## config.mk

```make
export PLATFORM = sky130hd
export DESIGN_NAME = alu_op_sequencer_flat
export DESIGN_NICKNAME = d
export VERILOG_FILES = /design/src/rtl/alu_pkg.sv /design/src/rtl/alu_op_sequencer_if.sv /design/src/rtl/alu_op_decode.sv /design/src/rtl/alu_op_sequencer.sv /design/src/flat_wrapper.sv
export SDC_FILE = /design/constraint.sdc
export NUM_CORES = 1
export LEC_CHECK = 0
export ABC_AREA = 1
export BUFFER_PORTS_ARGS = -buffer_cell sky130_fd_sc_hd__buf_2
export CORE_ASPECT_RATIO = 2
export CORE_MARGIN = 2
export CORE_UTILIZATION = 55
export CTS_CLUSTER_DIAMETER = 60
export DETAILED_ROUTE_END_ITERATION = 12
export HOLD_SLACK_MARGIN = 0.08
export PLACE_DENSITY = 0.79
export SYNTH_ARGS = -nofsm -noshare
export SYNTH_HDL_FRONTEND = slang
export SYNTH_SLANG_ARGS = --single-unit
```

## constraint.sdc

```tcl
create_clock -name clk -period 1.79 [get_ports clk]
set_input_delay 0.179 -clock clk [delete_from_list [all_inputs] [get_ports clk]]
set_output_delay 0.179 -clock clk [all_outputs]
set_load 0.03 [all_outputs]
```

## src/rtl/alu_pkg.sv

```systemverilog
// rtl/alu_pkg.sv - shared ALUOp, opcode/funct encodings and sequencer types
package alu_pkg;

    localparam int OP_W    = 6;
    localparam int ALUOP_W = 4;

    localparam logic [3:0] ALUOP_NO_OP     = 4'h0;
    localparam logic [3:0] ALUOP_ADD       = 4'h1;
    localparam logic [3:0] ALUOP_SUB       = 4'h2;
    localparam logic [3:0] ALUOP_AND       = 4'h3;
    localparam logic [3:0] ALUOP_PASS_B    = 4'h4;
    localparam logic [3:0] ALUOP_SHIFT_L1  = 4'h5;
    localparam logic [3:0] ALUOP_SHIFT_L2  = 4'h6;
    localparam logic [3:0] ALUOP_SHIFT_R   = 4'h7;
    localparam logic [3:0] ALUOP_SHIFT_RA1 = 4'h8;
    localparam logic [3:0] ALUOP_SHIFT_RA2 = 4'h9;
    localparam logic [3:0] ALUOP_SLTI      = 4'hA;
    localparam logic [3:0] ALUOP_BEQ       = 4'hB;
    localparam logic [3:0] ALUOP_BNE       = 4'hC;
    localparam logic [3:0] ALUOP_BLE       = 4'hD;
    localparam logic [3:0] ALUOP_BGT       = 4'hE;
    localparam logic [3:0] ALUOP_LUI       = 4'hF;

    localparam logic [5:0] OPC_RTYPE = 6'h00;
    localparam logic [5:0] OPC_BEQ   = 6'h04;
    localparam logic [5:0] OPC_BNE   = 6'h05;
    localparam logic [5:0] OPC_BLE   = 6'h06;
    localparam logic [5:0] OPC_BGT   = 6'h07;
    localparam logic [5:0] OPC_ADDI  = 6'h08;
    localparam logic [5:0] OPC_ADDIU = 6'h09;
    localparam logic [5:0] OPC_SLTI  = 6'h0A;
    localparam logic [5:0] OPC_LUI   = 6'h0F;
    localparam logic [5:0] OPC_LW    = 6'h23;
    localparam logic [5:0] OPC_SW    = 6'h2B;

    localparam logic [5:0] FUNCT_SLL = 6'h00;
    localparam logic [5:0] FUNCT_SRL = 6'h02;
    localparam logic [5:0] FUNCT_SRA = 6'h03;
    localparam logic [5:0] FUNCT_ADD = 6'h20;
    localparam logic [5:0] FUNCT_SUB = 6'h22;
    localparam logic [5:0] FUNCT_AND = 6'h24;

    typedef enum logic [1:0] {
        SEQ_LEN_0 = 2'd0,
        SEQ_LEN_1 = 2'd1,
        SEQ_LEN_2 = 2'd2
    } seq_len_t;

    typedef enum logic [1:0] {
        ST_IDLE  = 2'd0,
        ST_STEP1 = 2'd1,
        ST_STEP2 = 2'd2,
        ST_DONE  = 2'd3
    } state_t;

    typedef struct packed {
        seq_len_t   len;
        logic [3:0] step1;
        logic [3:0] step2;
        logic       load1;
        logic       load2;
        logic       illegal;
    } seq_t;

    function automatic seq_t one_step(input logic [3:0] code);
        seq_t s;
        s.len     = SEQ_LEN_1;
        s.step1   = code;
        s.step2   = ALUOP_NO_OP;
        s.load1   = 1'b1;
        s.load2   = 1'b0;
        s.illegal = 1'b0;
        return s;
    endfunction

    function automatic seq_t two_step(input logic [3:0] code1, input logic [3:0] code2,
                                      input logic load2);
        seq_t s;
        s.len     = SEQ_LEN_2;
        s.step1   = code1;
        s.step2   = code2;
        s.load1   = 1'b1;
        s.load2   = load2;
        s.illegal = 1'b0;
        return s;
    endfunction

endpackage

```

## src/rtl/alu_op_sequencer_if.sv

```systemverilog
// rtl/alu_op_sequencer_if.sv - start/ready request bus and ALUOp output bundle
interface alu_op_sequencer_if #(
    parameter int OP_W    = 6,
    parameter int ALUOP_W = 4
) ();
    logic               start;
    logic [OP_W-1:0]    opcode;
    logic [OP_W-1:0]    funct;
    logic               ready;
    logic [ALUOP_W-1:0] alu_op;
    logic               aluout_load;
    logic               done;
    logic               illegal;

    modport master (
        output start, opcode, funct,
        input  ready, alu_op, aluout_load, done, illegal
    );

    modport slave (
        input  start, opcode, funct,
        output ready, alu_op, aluout_load, done, illegal
    );
endinterface

```

## src/rtl/alu_op_decode.sv

```systemverilog
// rtl/alu_op_decode.sv - combinational opcode/funct to ALUOp step sequence mapping
module alu_op_decode
    import alu_pkg::*;
#(
    parameter int OP_W = 6
) (
    input  logic [OP_W-1:0] opcode_i,
    input  logic [OP_W-1:0] funct_i,
    output seq_t            seq_o
);

    always_comb begin
        seq_o.len     = SEQ_LEN_0;
        seq_o.step1   = ALUOP_NO_OP;
        seq_o.step2   = ALUOP_NO_OP;
        seq_o.load1   = 1'b0;
        seq_o.load2   = 1'b0;
        seq_o.illegal = 1'b1;
        case (opcode_i)
            OPC_RTYPE: begin
                case (funct_i)
                    FUNCT_ADD: seq_o = one_step(ALUOP_ADD);
                    FUNCT_SUB: seq_o = one_step(ALUOP_SUB);
                    FUNCT_AND: seq_o = one_step(ALUOP_AND);
                    FUNCT_SLL: seq_o = two_step(ALUOP_SHIFT_L1, ALUOP_SHIFT_L2, 1'b1);
                    FUNCT_SRL: seq_o = two_step(ALUOP_SHIFT_R, ALUOP_SHIFT_R, 1'b1);
                    FUNCT_SRA: seq_o = two_step(ALUOP_SHIFT_RA1, ALUOP_SHIFT_RA2, 1'b1);
                    default:   ;
                endcase
            end
            OPC_ADDI, OPC_ADDIU, OPC_LW, OPC_SW: seq_o = one_step(ALUOP_ADD);
            OPC_SLTI: seq_o = one_step(ALUOP_SLTI);
            OPC_LUI:  seq_o = one_step(ALUOP_LUI);
            // Branch target is computed first; the compare step must not overwrite it
            OPC_BEQ:  seq_o = two_step(ALUOP_ADD, ALUOP_BEQ, 1'b0);
            OPC_BNE:  seq_o = two_step(ALUOP_ADD, ALUOP_BNE, 1'b0);
            OPC_BLE:  seq_o = two_step(ALUOP_ADD, ALUOP_BLE, 1'b0);
            OPC_BGT:  seq_o = two_step(ALUOP_ADD, ALUOP_BGT, 1'b0);
            default:  ;
        endcase
    end

endmodule

```

## src/rtl/alu_op_sequencer.sv

```systemverilog
// rtl/alu_op_sequencer.sv - multicycle execute-phase ALUOp sequencer with registered outputs
module alu_op_sequencer
    import alu_pkg::*;
#(
    parameter int OP_W    = 6,
    parameter int ALUOP_W = 4
) (
    input  logic               clk,
    input  logic               reset,
    alu_op_sequencer_if.slave  bus
);

    seq_t   dec_seq;
    state_t state_q, state_d;
    seq_t   seq_q, seq_d;

    logic [ALUOP_W-1:0] alu_op_q, alu_op_d;
    logic               load_q, load_d;
    logic               ready_q, ready_d;
    logic               done_q, done_d;
    logic               illegal_q, illegal_d;

    alu_op_decode #(.OP_W(OP_W)) u_decode (
        .opcode_i (bus.opcode),
        .funct_i  (bus.funct),
        .seq_o    (dec_seq)
    );

    always_comb begin
        state_d = state_q;
        seq_d   = seq_q;
        case (state_q)
            ST_IDLE: begin
                if (bus.start) begin
                    seq_d   = dec_seq;
                    state_d = dec_seq.illegal ? ST_DONE : ST_STEP1;
                end
            end
            ST_STEP1: state_d = (seq_q.len == SEQ_LEN_2) ? ST_STEP2 : ST_DONE;
            ST_STEP2: state_d = ST_DONE;
            ST_DONE:  state_d = ST_IDLE;
            default:  state_d = ST_IDLE;
        endcase
    end

    // Outputs are decoded from the next state so every port comes straight off a flop
    always_comb begin
        alu_op_d  = ALUOP_NO_OP;
        load_d    = 1'b0;
        ready_d   = (state_d == ST_IDLE);
        done_d    = (state_d == ST_DONE);
        illegal_d = (state_d == ST_DONE) && seq_d.illegal;
        case (state_d)
            ST_STEP1: begin
                alu_op_d = seq_d.step1;
                load_d   = seq_d.load1;
            end
            ST_STEP2: begin
                alu_op_d = seq_d.step2;
                load_d   = seq_d.load2;
            end
            default: ;
        endcase
    end

    always_ff @(posedge clk) begin
        if (!reset) begin
            state_q   <= ST_IDLE;
            seq_q     <= '0;
            alu_op_q  <= ALUOP_NO_OP;
            load_q    <= 1'b0;
            ready_q   <= 1'b1;
            done_q    <= 1'b0;
            illegal_q <= 1'b0;
        end else begin
            state_q   <= state_d;
            seq_q     <= seq_d;
            alu_op_q  <= alu_op_d;
            load_q    <= load_d;
            ready_q   <= ready_d;
            done_q    <= done_d;
            illegal_q <= illegal_d;
        end
    end

    assign bus.alu_op      = alu_op_q;
    assign bus.aluout_load = load_q;
    assign bus.ready       = ready_q;
    assign bus.done        = done_q;
    assign bus.illegal     = illegal_q;

endmodule

```

## src/flat_wrapper.sv

```systemverilog
// flat-port wrapper written by rule: the top's interface ports become plain ports
module alu_op_sequencer_flat import alu_pkg::*;
#(
    parameter int OP_W    = 6,
    parameter int ALUOP_W = 4
)
  (clk, reset, bus_start, bus_opcode, bus_funct, bus_ready, bus_alu_op, bus_aluout_load, bus_done, bus_illegal);
  alu_op_sequencer_if #(.OP_W(OP_W), .ALUOP_W(ALUOP_W)) bus_i ();
  input  logic clk;
  input  logic reset;
  input wire logic [$bits(bus_i.start)-1:0] bus_start;
  input wire logic [$bits(bus_i.opcode)-1:0] bus_opcode;
  input wire logic [$bits(bus_i.funct)-1:0] bus_funct;
  output wire logic [$bits(bus_i.ready)-1:0] bus_ready;
  output wire logic [$bits(bus_i.alu_op)-1:0] bus_alu_op;
  output wire logic [$bits(bus_i.aluout_load)-1:0] bus_aluout_load;
  output wire logic [$bits(bus_i.done)-1:0] bus_done;
  output wire logic [$bits(bus_i.illegal)-1:0] bus_illegal;
  assign bus_i.start = bus_start;
  assign bus_i.opcode = bus_opcode;
  assign bus_i.funct = bus_funct;
  assign bus_ready = bus_i.ready;
  assign bus_alu_op = bus_i.alu_op;
  assign bus_aluout_load = bus_i.aluout_load;
  assign bus_done = bus_i.done;
  assign bus_illegal = bus_i.illegal;
  alu_op_sequencer #(.OP_W(OP_W), .ALUOP_W(ALUOP_W)) u_core (.clk(clk), .reset(reset), .bus(bus_i));
endmodule
```

# After elaboration in Yosys (flattened, before gate mapping)
# Cells that the tools add are included.
# op_classes
n_mux	10
n_reduce_logical	7
n_eq_ne	22
# op_table
op	count
case mux 13 bit (8 select lines)	1
case mux 13 bit (6 select lines)	1
equality test 6 bit, second input constant	5
equality test 6 x 3 -> 1 bit, second input constant	4
equality test 6 x 4 -> 1 bit, second input constant	4
two-way mux 11 bit	2
equality test 6 x 2 -> 1 bit, second input constant	2
logical NOT 6 bit	2
equality test 2 bit, second input constant	5
case mux 2 bit (4 select lines)	1
case mux 4 bit (2 select lines)	1
equality test 2 x 1 -> 1 bit, second input constant	2
logical NOT 2 bit	2
two-way mux 2 bit	2
OR reduction 4 bit	1
case mux 1 bit (2 select lines)	1
AND reduction 2 bit	1
logical AND 1 bit	1
two-way mux 1 bit	1
# word_totals
output_inout_bits	8
in_bits	15
word_cells	51
register_bits	23

# Longest topological paths before layout
# logic_depth
word_depth	8
depth_mapped	14
depth_no_buf	14

# Cells and area by module
# Synthesis repeated with hierarchy kept, for this count alone.
# hier_totals
cells_unflattened	221
hier_area_um2	1385.1
# modules_own_cells
module	area_per_inst_um2	seq_area_each_um2	cells_each	instances
alu_op_sequencer	1047.3	460.4	147	1
alu_op_decode	337.8	0.0	74	1

# Worst setup path after synthesis
# No wires, ideal clock.
# synth_path
path_kind	reg-to-reg
start	reg u_core.state_q[0]
end	reg u_core.alu_op_q[0] (netlist: u_core.bus.alu_op[0])
arrival_time_ps	1372
path_slack_ps	298
setup_time_ps	119
period_less_slack_ps	1492
n_path_buf	0
stages_incl_launch_ff	11
required_ps	1671
cell_sequence	dfxtp_1 inv_1 ha_1 inv_1 a21oi_1 a21oi_1 nand2_1 inv_1 ha_1 nand2_1 a21oi_1
# synth_between
elab_chain_cells	4
word_cells_on_any_way	10
cone_classes	5 x eq/ne; 4 x mux; 1 x reduce/logical
# synth_lines
item	line	text
start: declaration	alu_op_sequencer.sv:14	state_t state_q, state_d;
start signal: assignment	alu_op_sequencer.sv:76	state_q <= state_d;
equality test 2 bit, or another cell as far along	alu_op_sequencer.sv:32	case (state_q)
case mux 2 bit (4 select lines) *	alu_op_sequencer.sv:32	
via u_core.state_d[0]	alu_op_sequencer.sv:14	
equality test 2 bit or equality test 2 x 1 -> 1 bit (tied branches)	alu_op_sequencer.sv:53	case (state_d)
case mux 4 bit (2 select lines) *	alu_op_sequencer.sv:53	
end signal: assignment	alu_op_sequencer.sv:78	alu_op_q <= alu_op_d;
end: declaration	alu_op_sequencer.sv:17	logic [ALUOP_W-1:0] alu_op_q, alu_op_d;
# The timed path passes the listed nets; every way through them passes the cells marked *.
# A chain may end at the register's enable or synchronous reset.

# Worst setup path after layout
# Same ends and word-level chain as after synthesis.

==> impl_metrics.py <==
metrics = {
    "critical_path": {
        "end_kind": "flip-flop",
        "worstPathMaxFanout": 5,
        "r2r_slack_ns": 0.13,
        "worstPathArrival_ns": 1.82,
        "crit_required_ns": 1.95,
        "critical_path_class": "flip-flop to flip-flop",
        "start_kind": "flip-flop",
    },
    "logic_synthesis": {
        "yosysSeqAreaShare_pct": 32.0,
        "synthCells": 229,
        "ys_ff_latch": 23,
        "synth_cell_types": 20,
        "synth_area_leaders": "dfxtp_1, nand2_1, inv_1",
        "synth.net_count": 251,
        "yosys.area.top_type_share_pct": 32.0,
        "yosys_warnings": 0,
        "syn_avg_cell_area_um2": 6.29,
        "synth_area_um2": 1440,
        "yosysTopAreaCell": "dfxtp_1",
    },
    "cells_and_area": {
        "drive_above_1_share_pct": 20.8,
        "num_antenna_cells": 0,
        "fin_nets": 282,
        "fillers": 260,
        "final_cell_area_um2": 1670,
        "fin_cells": 287,
        "area_growth_pct": 16.1,
        "utilization_pct": 65.9,
    },
    "timing": {
        "max_freq_ghz": 0.603,
        "final.setup_skew_ns": 0.00276,
        "period_minus_slack_ns": 1.66,
        "hold_viol_final": 0,
        "slew_headroom_pct": 66.9,
        "fin_tns_setup_ns": 0,
        "whs_ns": 0.155,
        "slew_viol_final": 0,
        "setup_viol": 0,
        "period_share_pct": 92.6,
        "finalWorstSetupSlack_ns": 0.132,
        "worst_pin_slew_ns": 0.496,
    },
    "place": {
        "dp_slack_ns": 0.00458,
        "gp_congestion": 0.827,
        "hpwl_um": 2710,
        "placed_cell_area_um2": 1610,
        "dp.cells": 283,
        "numPortBuffers": 22,
    },
    "detailed_routing": {
        "drt_iter0_drc": 40,
        "via_per_inst": 5.08,
        "wl_per_cell_um": 11.6,
        "drcViolationCount": 0,
        "ant_nets": 0,
        "totalWireLength_um": 3320,
        "num_vias": 1458,
        "detail_route.first_pass.iterations": 4,
    },
    "cts": {
        "clk_pin_slew_ns": 0.08,
        "cts_made_buffers": 3,
        "htree_levels": 1,
        "clk_latency_ns": 0.26,
        "cts_buffer_depth": 2,
        "cts.sinks": 23,
        "cts_root_buf": "clkbuf_8",
        "cts_tree": "yes",
    },
    "die": {
        "fp.dieArea_um2": 3070,
        "num_io_pins": 23,
        "core_region_area_um2": 2540,
        "rows": 26,
        "die_y_um": 76.4,
        "start_util_pct": 56.8,
        "die_w_um": 40.2,
    },
    "run": {
        "max-cap-violations": 0,
    },
    "global_route": {
        "grtUsageTotal_pct": 23.7,
        "grt_first_pass_wirelength_um": 5150,
        "grt_pass1_vias": 1330,
        "antenna_found_initial": 0,
        "grt_max_degree": 17,
        "gr-total-overflow": 0,
    },
    "power_and_ir_drop": {
        "p_leak_nw": 0.910,
        "peakVddDrop_uv": 935,
        "p_per_area_nw_per_um2": 1240,
        "p_total_mw": 2.07,
    },
    "run_status": {
        "outcome": "finished, final reports clean",
    },
    "min_path": {
        "hold_class": "input port to flip-flop",
    },
}
[synth_stat cells (all sizes together)]
master	instances
nor2	32
buf	2
inv	34
nand2	80
nand3	20
o21ai	7
clkbuf	1
nand4	2
nor3	1
o211ai	4
ha	7
a21oi	15
dfxtp	23
or2	1
[power breakdown]
group	switching, mW	internal [mW]	leakage (nW)	total [mW]
clock	0.159	0.159	0.0228	0.317
sequential	0.0392	0.630	0.188	0.670
combinational	0.712	0.367	0.699	1.08
total	0.910	1.16	0.910	2.07
[area by class of cell]
class	instances	area (um^2)	area share (%)
inverter	34	128	7.63
sequential	23	462	27.6
timing repair buffer	29	163	9.73
multi-input combinational	169	840	50.2
clock buffer	4	45.0	2.69
tap	28	35.0	2.10
[timing repair]
action,CTS,global route
setup buffers,0,0
setup endpoints to repair,0,5
gates resized for setup,0,6
hold buffers,0,0
[worst max-delay path: stages (launching register included)]
cell and delay (ns):
dfxtp_2 0.35, inv_1 0.09, ha_1 0.20, inv_1 0.08, a21oi_1 0.05, a21oi_1 0.17
nand2_1 0.11, inv_2 0.10, ha_1 0.24, nand2_2 0.13, a21oi_1 0.05
[per-layer routing]
layer / wire length, um / part of all wire [%] / GRT usage, % / vias to the layer above
li1: - / - / - / 779
met1: 1190 / 36 / 21.8 / 630
met2: 1880 / 57 / 43.4 / 36
met3: 100 / 3.0 / 2.04 / 13
met4: 154 / 4.6 / 14.7 / 0
met5: 0 / 0 / 0 / -
[logic make-up (layout without fill, tap and decap cells)]
| kind of cell | Yosys count | count (layout) | synth area share (%) |
|---|---|---|---|
| adder cells (fa/ha/maj) | 7 | 7 | 6.08 |
| AO/OA/AOI/OAI | 26 | 26 | 9.73 |
| AND/OR/NAND/NOR | 136 | 136 | 41.3 |
| flip-flops | 23 | 23 | 32.0 |
| buffers and inverters | 37 | 67 | 10.9 |
[flip-flops by register name (all words and copies together) (netlist names)]
| name | flops |
|---|---|
| u_core.state_q | 2 |
| u_core.bus.done | 1 |
| u_core.seq_q | 13 |
| u_core.bus.alu_op | 4 |
| u_core.bus.ready | 1 |
| u_core.bus.aluout_load | 1 |
| u_core.bus.illegal | 1 |
[placed cells by master (no fill, tap or decap), types with 2 or more instances in the layout]
cell type and n:
nand2_1 75, inv_1 29, nor2_1 26, buf_2 22
dfxtp_1 22, nand3_1 19, a21oi_1 15, o21ai_0 7
buf_4 7, inv_2 5, nand2_2 5, ha_1 5
o211ai_1 4, nor2_4 3, nor2_2 3, clkbuf_8 3
nand4_1 2
[worst paths after layout]
check | from | to | cells past startpoint
setup reg to reg | u_core.state_q[0] | u_core.bus.alu_op[0] | 10
setup / recovery | u_core.state_q[0] | u_core.bus.alu_op[0] | 10
hold / removal | reset | u_core.state_q[0] | 3
hold reg to reg | u_core.seq_q[10] | u_core.seq_q[10] | 2
Note: power is estimated with default switching activity, not from simulation.
